File: src/rtl/csr_rmw_seq_pkg.sv
// Shared definitions for the CSR read-modify-write sequencer:
// op encodings, logic-unit select codes and the FSM state type.
package csr_rmw_seq_pkg;

    localparam logic [1:0] OP_RW   = 2'b00;
    localparam logic [1:0] OP_RS   = 2'b01;
    localparam logic [1:0] OP_RC   = 2'b10;
    localparam logic [1:0] OP_RSVD = 2'b11;

    localparam logic [7:0] SEL_OR  = 8'h02;
    localparam logic [7:0] SEL_SET = 8'h40;
    localparam logic [7:0] SEL_CLR = 8'h80;

    typedef enum logic [2:0] {
        ST_IDLE,
        ST_READ,
        ST_EXEC,
        ST_WRITE,
        ST_RESP
    } state_t;

    // RW always writes; RS/RC write only when the source operand is non-zero.
    function automatic logic writes_intended(input logic [1:0] op, input logic src_zero);
        return (op == OP_RW) || (((op == OP_RS) || (op == OP_RC)) && !src_zero);
    endfunction

endpackage

File: src/rtl/csr_rmw_seq_if.sv
// Bundle of request, CSR-file, logic-unit and response signals of the sequencer.
// slave = sequencer side, master = surrounding pipeline/CSR file/logic unit side.
interface csr_rmw_seq_if #(
    parameter int XLEN = 32
);
    logic            req_valid_i;
    logic            req_ready_o;
    logic [1:0]      req_op_i;
    logic [11:0]     req_addr_i;
    logic [XLEN-1:0] req_wdata_i;
    logic            req_src_zero_i;
    logic            flush_i;
    logic [11:0]     csr_raddr_o;
    logic [XLEN-1:0] csr_rdata_i;
    logic            csr_we_o;
    logic [11:0]     csr_waddr_o;
    logic [XLEN-1:0] csr_wdata_o;
    logic [XLEN-1:0] lu_op1_o;
    logic [XLEN-1:0] lu_op2_o;
    logic [7:0]      lu_sel_o;
    logic [XLEN-1:0] lu_result_i;
    logic            rsp_valid_o;
    logic            rsp_ready_i;
    logic [XLEN-1:0] rsp_rdata_o;
    logic            rsp_err_o;

    modport slave (
        input  req_valid_i, req_op_i, req_addr_i, req_wdata_i, req_src_zero_i, flush_i,
        input  csr_rdata_i, lu_result_i, rsp_ready_i,
        output req_ready_o, csr_raddr_o, csr_we_o, csr_waddr_o, csr_wdata_o,
        output lu_op1_o, lu_op2_o, lu_sel_o, rsp_valid_o, rsp_rdata_o, rsp_err_o
    );

    modport master (
        output req_valid_i, req_op_i, req_addr_i, req_wdata_i, req_src_zero_i, flush_i,
        output csr_rdata_i, lu_result_i, rsp_ready_i,
        input  req_ready_o, csr_raddr_o, csr_we_o, csr_waddr_o, csr_wdata_o,
        input  lu_op1_o, lu_op2_o, lu_sel_o, rsp_valid_o, rsp_rdata_o, rsp_err_o
    );
endinterface

File: src/rtl/csr_rmw_seq.sv
// CSR read-modify-write sequencer: READ -> EXEC (shared logic unit) -> WRITE -> RESP.
// Optional macro CSR_RMW_RO_CHECK_EN rejects writes to the read-only space addr[11:10]=2'b11.
module csr_rmw_seq
    import csr_rmw_seq_pkg::*;
#(
    parameter int XLEN = 32
) (
    input logic           clk_i,
    input logic           rst_i,
    csr_rmw_seq_if.slave  bus
);

    state_t          state_q, state_d;
    logic [1:0]      op_q;
    logic [11:0]     addr_q;
    logic [XLEN-1:0] wdata_q;
    logic            src_zero_q;
    logic [XLEN-1:0] old_q;
    logic [XLEN-1:0] new_q;
    logic            err_q;
    logic            ro_violation;
    logic            abort_op;

`ifdef CSR_RMW_RO_CHECK_EN
    assign ro_violation = (addr_q[11:10] == 2'b11) && writes_intended(op_q, src_zero_q);
`else
    assign ro_violation = 1'b0;
`endif

    assign abort_op = (op_q == OP_RSVD) || ro_violation;

    always_ff @(posedge clk_i or posedge rst_i) begin
        if (rst_i) begin
            state_q <= ST_IDLE;
        end else begin
            state_q <= state_d;
        end
    end

    always_comb begin
        state_d = state_q;
        case (state_q)
            ST_IDLE:  if (bus.req_valid_i) state_d = ST_READ;
            ST_READ: begin
                if (bus.flush_i)   state_d = ST_IDLE;
                else if (abort_op) state_d = ST_RESP;
                else               state_d = ST_EXEC;
            end
            ST_EXEC:  state_d = bus.flush_i ? ST_IDLE : ST_WRITE;
            // Once the write is committed a flush can no longer cancel the response.
            ST_WRITE: state_d = ST_RESP;
            ST_RESP:  if (bus.rsp_ready_i) state_d = ST_IDLE;
            default:  state_d = ST_IDLE;
        endcase
    end

    always_ff @(posedge clk_i or posedge rst_i) begin
        if (rst_i) begin
            op_q       <= OP_RW;
            addr_q     <= '0;
            wdata_q    <= '0;
            src_zero_q <= 1'b0;
            old_q      <= '0;
            new_q      <= '0;
            err_q      <= 1'b0;
        end else begin
            case (state_q)
                ST_IDLE: begin
                    if (bus.req_valid_i) begin
                        op_q       <= bus.req_op_i;
                        addr_q     <= bus.req_addr_i;
                        wdata_q    <= bus.req_wdata_i;
                        src_zero_q <= bus.req_src_zero_i;
                        err_q      <= 1'b0;
                    end
                end
                ST_READ: begin
                    old_q <= bus.csr_rdata_i;
                    if (abort_op) err_q <= 1'b1;
                end
                ST_EXEC: new_q <= bus.lu_result_i;
                default: ;
            endcase
        end
    end

    assign bus.csr_raddr_o = addr_q;
    assign bus.csr_waddr_o = addr_q;
    assign bus.csr_wdata_o = new_q;
    assign bus.rsp_rdata_o = old_q;

    always_comb begin
        bus.req_ready_o = 1'b0;
        bus.csr_we_o    = 1'b0;
        bus.lu_sel_o    = 8'h00;
        bus.lu_op1_o    = '0;
        bus.lu_op2_o    = '0;
        bus.rsp_valid_o = 1'b0;
        bus.rsp_err_o   = 1'b0;
        case (state_q)
            ST_IDLE: bus.req_ready_o = 1'b1;
            ST_EXEC: begin
                bus.lu_op2_o = wdata_q;
                case (op_q)
                    // RW passes wdata through the OR path with a zero first operand.
                    OP_RW: bus.lu_sel_o = SEL_OR;
                    OP_RS: begin
                        bus.lu_sel_o = SEL_SET;
                        bus.lu_op1_o = old_q;
                    end
                    OP_RC: begin
                        bus.lu_sel_o = SEL_CLR;
                        bus.lu_op1_o = old_q;
                    end
                    default: bus.lu_op2_o = '0;
                endcase
            end
            ST_WRITE: bus.csr_we_o = writes_intended(op_q, src_zero_q);
            ST_RESP: begin
                bus.rsp_valid_o = 1'b1;
                bus.rsp_err_o   = err_q;
            end
            default: ;
        endcase
    end

endmodule

File: src/flat_wrapper.sv
// flat-port wrapper written by rule: the top's interface ports become plain ports
module csr_rmw_seq_flat import csr_rmw_seq_pkg::*;
#(
    parameter int XLEN = 32
)
  (clk_i, rst_i, bus_req_valid_i, bus_req_op_i, bus_req_addr_i, bus_req_wdata_i, bus_req_src_zero_i, bus_flush_i, bus_csr_rdata_i, bus_lu_result_i, bus_rsp_ready_i, bus_req_ready_o, bus_csr_raddr_o, bus_csr_we_o, bus_csr_waddr_o, bus_csr_wdata_o, bus_lu_op1_o, bus_lu_op2_o, bus_lu_sel_o, bus_rsp_valid_o, bus_rsp_rdata_o, bus_rsp_err_o);
  csr_rmw_seq_if #(.XLEN(XLEN)) bus_i ();
  input logic clk_i;
  input logic rst_i;
  input wire logic [$bits(bus_i.req_valid_i)-1:0] bus_req_valid_i;
  input wire logic [$bits(bus_i.req_op_i)-1:0] bus_req_op_i;
  input wire logic [$bits(bus_i.req_addr_i)-1:0] bus_req_addr_i;
  input wire logic [$bits(bus_i.req_wdata_i)-1:0] bus_req_wdata_i;
  input wire logic [$bits(bus_i.req_src_zero_i)-1:0] bus_req_src_zero_i;
  input wire logic [$bits(bus_i.flush_i)-1:0] bus_flush_i;
  input wire logic [$bits(bus_i.csr_rdata_i)-1:0] bus_csr_rdata_i;
  input wire logic [$bits(bus_i.lu_result_i)-1:0] bus_lu_result_i;
  input wire logic [$bits(bus_i.rsp_ready_i)-1:0] bus_rsp_ready_i;
  output wire logic [$bits(bus_i.req_ready_o)-1:0] bus_req_ready_o;
  output wire logic [$bits(bus_i.csr_raddr_o)-1:0] bus_csr_raddr_o;
  output wire logic [$bits(bus_i.csr_we_o)-1:0] bus_csr_we_o;
  output wire logic [$bits(bus_i.csr_waddr_o)-1:0] bus_csr_waddr_o;
  output wire logic [$bits(bus_i.csr_wdata_o)-1:0] bus_csr_wdata_o;
  output wire logic [$bits(bus_i.lu_op1_o)-1:0] bus_lu_op1_o;
  output wire logic [$bits(bus_i.lu_op2_o)-1:0] bus_lu_op2_o;
  output wire logic [$bits(bus_i.lu_sel_o)-1:0] bus_lu_sel_o;
  output wire logic [$bits(bus_i.rsp_valid_o)-1:0] bus_rsp_valid_o;
  output wire logic [$bits(bus_i.rsp_rdata_o)-1:0] bus_rsp_rdata_o;
  output wire logic [$bits(bus_i.rsp_err_o)-1:0] bus_rsp_err_o;
  assign bus_i.req_valid_i = bus_req_valid_i;
  assign bus_i.req_op_i = bus_req_op_i;
  assign bus_i.req_addr_i = bus_req_addr_i;
  assign bus_i.req_wdata_i = bus_req_wdata_i;
  assign bus_i.req_src_zero_i = bus_req_src_zero_i;
  assign bus_i.flush_i = bus_flush_i;
  assign bus_i.csr_rdata_i = bus_csr_rdata_i;
  assign bus_i.lu_result_i = bus_lu_result_i;
  assign bus_i.rsp_ready_i = bus_rsp_ready_i;
  assign bus_req_ready_o = bus_i.req_ready_o;
  assign bus_csr_raddr_o = bus_i.csr_raddr_o;
  assign bus_csr_we_o = bus_i.csr_we_o;
  assign bus_csr_waddr_o = bus_i.csr_waddr_o;
  assign bus_csr_wdata_o = bus_i.csr_wdata_o;
  assign bus_lu_op1_o = bus_i.lu_op1_o;
  assign bus_lu_op2_o = bus_i.lu_op2_o;
  assign bus_lu_sel_o = bus_i.lu_sel_o;
  assign bus_rsp_valid_o = bus_i.rsp_valid_o;
  assign bus_rsp_rdata_o = bus_i.rsp_rdata_o;
  assign bus_rsp_err_o = bus_i.rsp_err_o;
  csr_rmw_seq #(.XLEN(XLEN)) u_core (.clk_i(clk_i), .rst_i(rst_i), .bus(bus_i));
endmodule
File: config.mk
export PLATFORM = sky130hd
export DESIGN_NAME = csr_rmw_seq_flat
export DESIGN_NICKNAME = d
export VERILOG_FILES = /design/src/rtl/csr_rmw_seq_pkg.sv /design/src/rtl/csr_rmw_seq_if.sv /design/src/rtl/csr_rmw_seq.sv /design/src/flat_wrapper.sv
export SDC_FILE = /design/constraint.sdc
export NUM_CORES = 1
export LEC_CHECK = 0
export CELL_PAD_IN_SITES_DETAIL_PLACEMENT = 1
export CELL_PAD_IN_SITES_GLOBAL_PLACEMENT = 2
export CORE_MARGIN = 3
export CORE_UTILIZATION = 21
export CTS_CLUSTER_SIZE = 10
export DETAILED_ROUTE_END_ITERATION = 10
export MAX_ROUTING_LAYER = met4
export PLACE_DENSITY_LB_ADDON = 0.2
export SYNTH_ARGS = -nofsm -noshare
export SYNTH_HDL_FRONTEND = slang
export SYNTH_SLANG_ARGS = --single-unit
File: constraint.sdc
create_clock -name clk_i -period 3.9 [get_ports clk_i]
set_input_delay 0.78 -clock clk_i [delete_from_list [all_inputs] [get_ports clk_i]]
set_output_delay 0.78 -clock clk_i [all_outputs]
set_load 0.005 [all_outputs]
==> impl_metrics.ini, run 1 <==
[outcome]
outcome = finished clean

[place]
placement.io_buffers = 274
gp_routability_congestion = 0.787
dp.final_hpwl_microns = 12300
placement.setup.worst_slack_ps = 793

[cts]
clk_pin_slew_ps = 50
post_cts.repair.setup_buffers = 0
cts-htree-levels = 4
holdBufCountCts = 0
cts-root-buf = clkbuf_16
cts_resized = 0
clk_latency_ps = 410
tritoncts = built
numClockSinks = 115
numCtsBuffers = 17
cts_buffer_depth = 2

[timing]
maxSlewViolCount = 0
max_clock_freq_ghz = 0.286
worst_pin_slew_ps = 933
worst_hold_slack_across_all_endpoints_ps = 480
tns_ps = 0
slew-limit-headroom = 0.377
rsz0062_at_grt = false
layout_setup_ws_ps = 401
final_period_minus_worst_setup_slack_ps = 3500
finClkSkew_ps = 8.87
setup_viol = 0
final_min_period_over_clock_period = 0.897
finalHoldViolCount = 0

[detailed_routing]
routed_wl_microns = 16900
detailed_router_iteration_count_before_antenna_repair = 4
viasPerCell = 4.03
wl_per_cell_microns = 17.5
routed-via-count = 3902
detailedRoute.firstIterationViolations = 114
final_antenna_net_count = 0
drc_errors = 0

[die]
start_util = 0.216
die_height_microns = 162
placeableCoreArea_sq_um = 23600
ioPinCount = 280
floorplan.die_area_sq_um = 26100
die-width_microns = 162
rows = 56

[synthesis]
syn_area_per_cell_sq_um = 13.6
post_synth_inst_count = 373
count_of_flip_flops_with_a_built_in_enable_after_synthesis = 0
share_of_async_settable_or_async_resettable_flops_after_synthesis = 1.00
mappedNetlistArea_sq_um = 5090
synth_seq_area_share = 0.565
postSynth.topFlopCell = dfrtp_1
ys_types = 30
ys.warnings.count = 0
yosys_register_bits = 115

[setup_path]
crit_required_ps = 3120
worst-setup-path-type = reg -> out
crit_path_max_incr_delay_ps = 630
worstPathArrival_ps = 2720
timing.critical_path.to_type = output pin
crit_path_cell_trace = nor3b_4, buf_4, and3_1, clkdlybuf4s50_1
worst_setup_path_start_kind = flop
crit_fanout = 66
critPathSlowestCell = dfrtp_1

[layout]
area_delta_synth_final_pct = 69.3
layout.core_utilization = 0.365
area_of_combinational_cells_with_multiple_inputs_sq_um = 1910
num_antenna_cells = 0
design.final.nets = 757
final.fill_count = 2547
drive_gt1_frac = 0.191
seq_area_sq_um = 2880

[pwr]
power.static_leakage_nw = 3.58
vdd_drop_max_uv = 268
p_total_mw = 6.78
areal_power_density_over_the_cells_nw_per_um2 = 787

[global_route]
grt_pass1_vias = 4479
grt_first_pass_wirelength_microns = 26300
grt_remaining_overflow = 0
grt_max_degree = 67
number_of_antenna_violations_at_the_first_check_in_global_routing = 0
track_usage = 0.135

[worst_hold_path]
min-delay-path-class = reg -> reg

[job]
maxCapViolations = 0
==> worst max-delay path: cells and delay by family, from the launching register on <==
kind | cells | cell delay [ps]
flops | 1 | 630
simple gates | 2 | 520
buf+inv | 2 | 1120
==> Yosys cell counts (all sizes together), types with 4 or more instances <==
master	count	share of area
dfrtp	115	0.57
clkbuf	9	0.0066
and3	33	0.041
inv	7	0.0052
buf	32	0.053
nor3	4	0.0061
and2	35	0.044
ha	5	0.012
nand3	4	0.0039
nor2	4	0.0034
mux2	108	0.24
==> flip-flops by register name, summed over array words and instances (netlist names) <==
name / count
u_core.wdata_q: 32
u_core.bus.rsp_rdata_o: 32
u_core.op_q: 2
u_core.err_q: 1
u_core.state_q: 3
u_core.src_zero_q: 1
u_core.bus.csr_wdata_o: 32
u_core.bus.csr_raddr_o: 12
==> layout make-up <==
type                            count  share of cell area
Multi-Input combinational cell    214               0.222
Sequential cell                   115               0.334
Timing Repair Buffer              281               0.326
Clock inverter                     14              0.0180
Tap cell                          319              0.0463
Inverter                            7             0.00334
Clock buffer                       18              0.0510
==> cells by family (layout without fill, tap and decap cells) <==
family,Yosys count,count (layout),synth area share
buffers and inverters,48,320,0.0644
multiplexers,110,110,0.243
flip-flops,115,115,0.565
other,1,5,0.000737
AO/OA/AOI/OAI,7,7,0.00787
AND/OR/NAND/NOR,87,87,0.106
adder cells (fa/ha/maj),5,5,0.0123
==> metrics by stage <==
stage,instance area [sq um],cells
after floorplan,5100,377
after global routing,8620,968
after CTS,8620,968
after global placement,8020,936
final,8620,968
after detailed placement,8020,936
==> metal layers <==
| metal | share of wire | track usage | vias to the layer above |
|---|---|---|---|
| met1 | 0.43 | 0.163 | 1917 |
| met2 | 0.47 | 0.206 | 187 |
| li1 | - | - | 1784 |
| met3 | 0.089 | 0.0587 | 14 |
| met4 | 0.011 | 0.0361 | 0 |
| met5 | 0 | - | - |
==> power by group <==
| part | total, mW | leakage, nW | switching, mW | internal (mW) |
|---|---|---|---|---|
| sequential | 2.25 | 1.36 | 0.435 | 1.82 |
| clock | 1.56 | 0.275 | 0.599 | 0.963 |
| combinational | 2.97 | 1.94 | 1.06 | 1.91 |
==> placed cells by master (no fill, tap or decap) <==
master	Yosys	layout
bufinv_16	0	2
and2_4	1	1
and3_1	33	33
mux2_2	80	80
clkbuf_8	0	1
nor3b_4	0	1
nand3_1	4	4
clkbuf_16	0	17
and2b_1	1	1
buf_4	24	6
buf_12	1	1
conb_1	1	5
clkdlybuf4s50_1	0	274
o21ai_0	3	3
mux2_1	28	28
o22ai_1	1	1
nand2b_1	1	1
inv_6	0	2
clkinv_2	0	1
a21oi_1	2	2
and2_1	34	34
inv_1	7	6
nor3_1	3	3
ha_1	5	5
nand2_1	3	3
nor3_4	1	1
clkinv_4	0	4
dfrtp_1	115	115
inv_4	0	1
o41ai_1	1	1
nor2_1	3	3
mux2i_1	2	2
nor3b_1	1	1
clkinvlp_4	0	5
nor2_4	0	1
==> path summary, 6_finish.rpt <==
check	startpoint	to	slack, ps	cells after the start
setup / recovery	u_core.state_q[1]	bus_lu_op1_o[18]	400	4
hold / removal	u_core.wdata_q[11]	u_core.wdata_q[11]	480	1
setup reg to reg	u_core.state_q[2]	u_core.bus.rsp_rdata_o[30]	1780	3
hold reg to reg	u_core.wdata_q[11]	u_core.wdata_q[11]	480	1
max in group asynchronous	rst_i	u_core.bus.rsp_rdata_o[12]	2140	4
min in group asynchronous	rst_i	u_core.wdata_q[21]	810	2
Note: power is estimated with default switching activity, not from simulation.
==> run 2: changes to the inputs <==
- CTS_CLUSTER_DIAMETER: not set -> 100
- SLEW_MARGIN: not set -> 20
==> results of run 2 <==
Same layout as run 1: the final DEF is identical, and so are final timing and power.
==> run 3: changes to the inputs <==
- CORE_UTILIZATION: 21 -> 33
- DONT_BUFFER_PORTS: not set -> 1
==> impl_metrics.ini, run 3 (synthesis gave the netlist of run 1 again) <==
[setup_path]
crit_required_ps = 3120
crit_path_cell_trace = nor3b_4, and2b_1, and2_1
timing.critical_path.to_type = output pin
crit_fanout = 32
crit_path_max_incr_delay_ps = 650
worst-setup-path-type = reg -> out
worstPathArrival_ps = 2210
critPathSlowestCell = and2b_1
worst_setup_path_start_kind = flop

[layout]
drive_gt1_frac = 0.314
layout_common_cells = 115 x dfrtp_1, 80 x mux2_2, 34 x and2_1
layout_commonest_cell = dfrtp_1
design.final.nets = 480
layout.cells.non_filler = 554
seq_area_sq_um = 2880
final.fill_count = 1545
area_delta_synth_final_pct = 11.5
area_of_combinational_cells_with_multiple_inputs_sq_um = 1910
num_antenna_cells = 0

[cts]
clk_pin_slew_ps = 50
cts-htree-levels = 4
clk_latency_ps = 400
numClockSinks = 115
cts-root-buf = clkbuf_16
post_cts.repair.setup_buffers = 0
numCtsBuffers = 17
cts_resized = 0
holdBufCountCts = 0
cts_buffer_depth = 2
tritoncts = built

[global_route]
grt_pass1_vias = 3095
number_of_antenna_violations_at_the_first_check_in_global_routing = 0
track_usage = 0.143
grt_first_pass_wirelength_microns = 17600
grt_max_degree = 67
grt_remaining_overflow = 0

[timing]
finalHoldViolCount = 0
maxSlewViolCount = 0
max_clock_freq_ghz = 0.334
slew-limit-headroom = 0.488
finClkSkew_ps = 6.50
rsz0062_at_grt = false
worst_pin_slew_ps = 768
final_period_minus_worst_setup_slack_ps = 2990
tns_ps = 0
setup_viol = 0
final_min_period_over_clock_period = 0.768

[detailed_routing]
wl_per_cell_microns = 21.7
drc_errors = 0
detailed_router_iteration_count_before_antenna_repair = 3
viasPerCell = 5.11
routed-via-count = 2830
detailedRoute.firstIterationViolations = 66
final_antenna_net_count = 0
routed_wl_microns = 12000

[die]
ioPinCount = 280
rows = 44
die_height_microns = 130
floorplan.die_area_sq_um = 16900
die-width_microns = 130
start_util = 0.344
placeableCoreArea_sq_um = 14800

[pwr]
vdd_drop_max_uv = 379
power.static_leakage_nw = 2.54
areal_power_density_over_the_cells_nw_per_um2 = 950

[worst_hold_path]
min-delay-path-class = in -> async

[place]
gp_routability_congestion = 0.736
place.detailed.instances = 524
placement.io_buffers = 0
dp.final_hpwl_microns = 8630

[outcome]
outcome = finished clean

[job]
maxCapViolations = 0
-- run 3: changes by cell type in the layout (fill, tap and decap cells not counted), moves of 3 or more --
cell / previous run / this run
clkbuf_1: 0 / 3
clkinv_4: 4 / 0
clkdlybuf4s50_1: 274 / 0
clkbuf_8: 1 / 6
buf_4: 6 / 3
clkinvlp_4: 5 / 0
-- run 3: power by group --
| group | leakage [nW] | internal [mW] | total [mW] | switching [mW] |
|---|---|---|---|---|
| combinational | 0.892 | 0.808 | 1.50 | 0.689 |
| clock | 0.292 | 1.03 | 1.53 | 0.499 |
| sequential | 1.36 | 1.82 | 2.36 | 0.540 |
-- run 3: per-stage QoR --
step	total power [mW]	setup slack, ps	instance area [sq um]	utilization	hold WS (ps)
after detailed placement	3.94	1270	5080	0.343	467
after global placement	3.86	1410	5080	0.343	459
after global routing	5.78	725	5670	0.383	407
final	5.39	906	5670	0.383	369
after floorplan	3.68	75.9	5100	-	449
after CTS	5.51	830	5670	0.383	380
-- run 3: worst paths after layout --
kind	slack [ps]	from	cells after the start	endpoint
setup / recovery	910	u_core.state_q[1]	3	bus_lu_op2_o[26]
hold / removal	370	rst_i	1	u_core.wdata_q[17]
setup reg to reg	1820	u_core.state_q[1]	3	u_core.wdata_q[27]
hold reg to reg	470	u_core.wdata_q[0]	1	u_core.wdata_q[0]
max in group asynchronous	2730	rst_i	2	u_core.bus.rsp_rdata_o[5]
min in group clk_i	450	bus_flush_i	1	u_core.state_q[1]
-- run 3: critical path: cells and delay by family (launching register included) --
family	cells	cell delay [ps]
AND/OR/NAND/NOR	3	1190
flip-flops	1	620
-- run 3: per-layer routing --
layer	track usage	routed length, microns	part of all wire
met1	0.156	4650	0.39
met5	-	0	0
met2	0.230	5980	0.50
met4	0.0654	251	0.021
met3	0.0549	1140	0.094
-- run 3: layout make-up --
cell class,instances,area share
clock buffer,26,0.0915
clock inverter,4,0.0123
inverter,7,0.00507
multi-input combinational,214,0.336
sequential,115,0.507
tap,184,0.0406
timing repair buffer,4,0.00750
